$ cat src/rtl/icache_dump_reader.sv
// icache_dump_reader: streams {address, data} read back from the instruction SRAM over valid/ready
module icache_dump_reader #(
  parameter int D_WIDTH  = 32,
  parameter int SA_WIDTH = 10
) (
  input  logic                Clk,
  input  logic                Rst,
  input  logic                Start,
  input  logic                Abort,
  input  logic [SA_WIDTH-1:0] Base_Addr,
  input  logic [SA_WIDTH:0]   Count,
  output logic                M_enb,
  output logic                M_web,
  output logic [SA_WIDTH-1:0] MI_Addr,
  input  logic [D_WIDTH-1:0]  MO_do,
  output logic                Out_Valid,
  input  logic                Out_Ready,
  output logic [D_WIDTH-1:0]  Out_Data,
  output logic [SA_WIDTH-1:0] Out_Addr,
  output logic                Busy,
  output logic                Done
);
  typedef enum logic {IDLE, RUN} state_t;
  state_t state, state_nxt;
  logic [SA_WIDTH:0]   rem;
  logic [SA_WIDTH-1:0] nxt_addr, hold_addr, fl_addr;
  logic                inflight;
  logic [D_WIDTH-1:0]  f_data [2];
  logic [SA_WIDTH-1:0] f_addr [2];
  logic                rp, wp;
  logic [1:0]          cnt;
  logic                pop, issue, last, go, done_nxt;
  // Next state, issue credit and completion detection
  always_comb begin
    state_nxt = state;
    pop       = Out_Valid && Out_Ready;
    go        = (state == IDLE) && Start && !Abort;
    issue     = (state == RUN) && !Abort && (rem != '0) &&
                (cnt + 2'(inflight) - 2'(pop) < 2'd2);
    last      = pop && (rem == '0) && !inflight && (cnt == 2'd1);
    done_nxt  = (state == IDLE) ? go && (Count == '0) : last && !Abort;
    if (state == IDLE && go && Count != '0) state_nxt = RUN;
    if (state == RUN && (Abort || last)) state_nxt = IDLE;
  end
  assign M_enb     = issue;
  assign M_web     = 1'b0;
  assign MI_Addr   = issue ? nxt_addr : hold_addr;
  assign Out_Valid = cnt != 2'd0;
  assign Out_Data  = f_data[rp];
  assign Out_Addr  = f_addr[rp];
  assign Busy      = state == RUN;
  // State register and one-cycle completion pulse
  always_ff @(posedge Clk or negedge Rst) begin
    if (!Rst) begin
      state <= IDLE;
      Done  <= 1'b0;
    end else begin
      state <= state_nxt;
      Done  <= done_nxt;
    end
  end
  // Read issue: remaining words, next address and the tag of the read in flight
  always_ff @(posedge Clk or negedge Rst) begin
    if (!Rst) begin
      rem       <= '0;
      nxt_addr  <= '0;
      hold_addr <= '0;
      fl_addr   <= '0;
      inflight  <= 1'b0;
    end else begin
      inflight <= issue;
      if (go && Count != '0) begin
        rem      <= Count;
        nxt_addr <= Base_Addr;
      end else if (issue) begin
        rem       <= rem - (SA_WIDTH+1)'(1);
        nxt_addr  <= nxt_addr + SA_WIDTH'(1);
        hold_addr <= nxt_addr;
        fl_addr   <= nxt_addr;
      end
    end
  end
  // Two-entry output FIFO; Abort flushes it and drops the returning read
  always_ff @(posedge Clk or negedge Rst) begin
    if (!Rst) begin
      f_data[0] <= '0;
      f_data[1] <= '0;
      f_addr[0] <= '0;
      f_addr[1] <= '0;
      rp        <= 1'b0;
      wp        <= 1'b0;
      cnt       <= 2'd0;
    end else if (Abort) begin
      rp  <= 1'b0;
      wp  <= 1'b0;
      cnt <= 2'd0;
    end else begin
      if (inflight) begin
        f_data[wp] <= MO_do;
        f_addr[wp] <= fl_addr;
        wp         <= ~wp;
      end
      if (pop) rp <= ~rp;
      cnt <= cnt + 2'(inflight) - 2'(pop);
    end
  end
endmodule
$ cat config.mk
export PLATFORM = sky130hd
export DESIGN_NAME = icache_dump_reader
export DESIGN_NICKNAME = d
export VERILOG_FILES = /design/src/rtl/icache_dump_reader.sv
export SDC_FILE = /design/constraint.sdc
export NUM_CORES = 1
export LEC_CHECK = 0
export ABC_AREA = 0
export BUFFER_PORTS_ARGS = -buffer_cell sky130_fd_sc_hd__clkbuf_2
export CAP_MARGIN = 15
export CORE_ASPECT_RATIO = 0.75
export CORE_UTILIZATION = 59
export DETAILED_ROUTE_END_ITERATION = 7
export GPL_TIMING_DRIVEN = 0
export MAX_ROUTING_LAYER = met4
export PLACE_DENSITY = 0.87
export SYNTH_ARGS = -nofsm -noshare
export SYNTH_HDL_FRONTEND = slang
export SYNTH_SLANG_ARGS = --single-unit
$ cat constraint.sdc
create_clock -name Clk -period 7.4 [get_ports Clk]
set_clock_uncertainty 0.15 [all_clocks]
set_input_delay 0.74 -clock Clk [delete_from_list [all_inputs] [get_ports Clk]]
set_output_delay 0.74 -clock Clk [all_outputs]
set_load 0.02 [all_outputs]
==> results.tsv <==
stage	metric	value	unit
synth	cells taking the most area after synthesis	dfrtp_1 (56%), mux2_2 (24%), nand2_1 (4.2%)	
cells_and_area	commonest cells after routing, fill and taps aside	dfrtp_1 (132), mux2_2 (126), clkbuf_2 (111)	
cells_and_area	layout-stage area growth over the synthesis result	23.67	%
placed_design	total cell area at the placement stage	0.006708	mm²
clock_tree	clock root buffer master	clkbuf_16	
synth	share of synthesized cell area in full adder, half adder and majority cells	0.01052	
sta	number of pins exceeding their max-slew limit in the final report	0	
placed_design	Routability Congestion	0.8386	
clock_tree	post-CTS setup buffer count	0	
run_status	status	finished, final reports clean	
worst_setup_path	endpoint type of the worst setup path	primary output	
pwr	leakage power figure	0.003720	µW
routing	Iter 0 DRT Violations	261	
clock_tree	clock slew seen by the registers of the worst setup and hold paths	0.06	ns
clock_tree	count of hold-fix buffers inserted at cts	0	
sta	Final Cycle Share	0.5576	
sta	setup repair after global routing missed its margin	no	
grt	total grt overflow	0	
cells_and_area	flip-flop and latch area	0.003303	mm²
worst_setup_path	worst-path fanout max	11	
synth	Mapped Avg Cell Area	12.49	µm²
cells_and_area	final-stage net count	671	
synth	leading area contributor after synthesis	dfrtp_1	
worst_setup_path	kind of start point of the critical path	flip-flop	
grt	largest net degree at the start of global routing	73	
cells_and_area	Final Util	0.7553	
floorplanning	die span in x	117.9	µm
worst_hold_path	path type of the worst min-delay path	in2async	
sta	number of endpoints failing setup at the final stage	0	
grt	first-pass GRT wire length	21380	µm
cells_and_area	fill cell count	642	
floorplanning	die area	0.01049	mm²
clock_tree	maximum buffer depth of the clock tree	2	
routing	WL per Instance	17.72	µm
cells_and_area	fraction of final layout cells sized beyond drive strength 1	0.4710	
flow_run	maxcap violations	0	
synth	post-synthesis instance area	0.005946	mm²
floorplanning	die span in y	88.94	µm
cells_and_area	most common cell after layout, fill and taps aside	dfrtp_1	
clock_tree	clock latency on the worst-skew pair	0.41	ns
placed_design	Detailed Place HPWL	9166	µm
sta	transition time at the pin with the least slew margin	0.9322	ns
routing	residual antenna-violating net count after detailed routing	0	
sta	Final Hold Vio Count	0	
routing	via-per-instance ratio	5.749	
pwr	worst vdd rail ir drop	293.6	µV
grt	all-layer global routing usage	0.2772	
floorplanning	area of the core	0.009736	mm²
clock_tree	clock buffers created by TritonCTS	17	
synth	area share of the largest cell type after synthesis	0.5556	
synth	number of enable flip-flop cells after synthesis	0	
synth	simple-gate portion of the synthesized area	0.09954	
floorplanning	effective utilization at floorplan	0.6107	
grt	vias in the first global route	4299	
sta	max frequency	0.2424	GHz
sta	post-route minimum period	4.126	ns
routing	total number of vias	4323	
synth	Mapped Cells	476	
sta	relative max-transition margin	0.3772	
synth	count of distinct cell types in the synthesized netlist	40	
sta	setup_tns	0	ns
synth	largest family of logic cells by synthesized area	multiplexers	
synth	mux share of post-synthesis cell area	0.2386	
clock_tree	clock tree from TritonCTS	done	
cells_and_area	Multi-input gate area	0.002482	mm²
worst_setup_path	required arrival time at the worst endpoint	6.51	ns
synth	yosys warns	0	
routing	Detailed Routing Iterations Pass 1	5	
routing	final wirelength	13330	µm
clock_tree	number of H-tree levels	4	
floorplanning	# IOs	115	
synth	sequential area share after synthesis	0.5556	
pwr	Power per Cell Area	455.0	mW/mm²
placed_design	Port-buffer cells	112	
worst_setup_path	crit path DAT	3.24	ns
synth	compound-cell area share of the yosys netlist	0.06229	
grt	initial antenna violation count	0	
synth	post-synthesis async set-or-reset flop share	1.000	
clock_tree	clock sink count	132	
synth	most frequently used flop master after synthesis	dfrtp_1	
synth	Post-Synthesis Net Count	539	
routing	DRC violation count after routing	0	
worst_setup_path	kind of critical path	reg2out	
synth	Post-Synth XOR/XNOR Area	0.005892	
cells_and_area	diode count	0	
cells_and_area	Finished Cell Area	0.007353	mm²
clock_tree	number of resized instances in the post-cts repair step	0	
floorplanning	number of placement rows	31	
synth	flip-flop and latch count after synthesis	132	
[critical path, cell delays in order, from the launching register on]
cell	delay [ns]
dfrtp_1	0.40
or2_2	0.31
and2_1	0.19
ha_1	0.27
inv_1	0.04
ha_1	0.18
xnor2_1	0.39
nand2_2	0.18
inv_2	0.17
buf_2	0.26
nand2_1	0.13
nand2_1	0.12
clkbuf_2	0.18
[layout make-up]
cell class / count / area share
repair buffers: 113 / 0.08116
multi-input cells: 309 / 0.3376
plain buffers: 25 / 0.01668
inverters: 10 / 0.005105
flip-flops and latches: 132 / 0.4492
clock inverters: 13 / 0.02808
clock buffers: 18 / 0.05972
well taps: 132 / 0.02246
[through the flow]
step           total power, µW  instances  worst slack, ns  hold WS, ns
2_1_floorplan             2049        476            4.075       0.2899
3_3_place_gp              2355        720            3.538       0.3022
3_5_place_dp              2434        721            3.688       0.3077
4_1_cts                   3366        752            3.276       0.1690
5_1_grt                   3533        752            3.085       0.1826
6_report                  3346        752            3.274       0.1642
[metal layers]
layer | vias up | track usage | part of all wire
met4 | 0 | 0.1026 | 0.014
met1 | 2136 | 0.3436 | 0.42
met5 | - | - | 0
li1 | 1963 | - | -
met3 | 27 | 0.07526 | 0.068
met2 | 197 | 0.4433 | 0.49
[path summary, 6_finish.rpt]
kind	start	end	slack (ns)	cells past startpoint
max in group asynchronous	Rst	rp	6.22	2
max reg2reg	cnt[1]	rem[7]	4.44	10
max	cnt[1]	MI_Addr[7]	3.27	12
min	Rst	f_data[62]	0.16	1
min in group Clk	hold_addr[5]	hold_addr[5]	0.32	2
min reg2reg	hold_addr[5]	hold_addr[5]	0.32	2
[kinds of logic (layout without fill, tap and decap cells)]
family | Yosys count | after routing
muxes | 126 | 126
and+or+nand+nor | 127 | 127
xor gates and xnor gates | 4 | 4
DFF | 132 | 132
adders and majority gates | 5 | 5
buffers and inverters | 35 | 179
AOI/OAI and AO/OA | 46 | 46
other | 1 | 1
[flip-flops by register name (all words and copies together) (netlist names)]
name       cells
f_data        64
f_addr        20
rem           11
fl_addr       10
hold_addr     10
nxt_addr      10
cnt            2
Busy           1
Done           1
inflight       1
rp             1
wp             1
[power breakdown]
| part | internal (µW) | total [µW] | switching [µW] |
|---|---|---|---|
| combinational | 555 | 1210 | 656 |
| clock | 605 | 910 | 305 |
| sequential | 1030 | 1220 | 193 |
[cell usage after synthesis, types with 5 or more instances]
library cell / number
a21oi_1: 5
nor2_1: 17
ha_1: 5
o21bai_1: 8
dfrtp_1: 132
clkbuf_1: 9
mux2_2: 126
a21o_1: 6
nand2_1: 66
inv_1: 9
buf_2: 11
a221o_1: 16
nor3_1: 9
nor3b_1: 5
nand3_1: 8
Note: power is estimated with default switching activity, not from simulation.
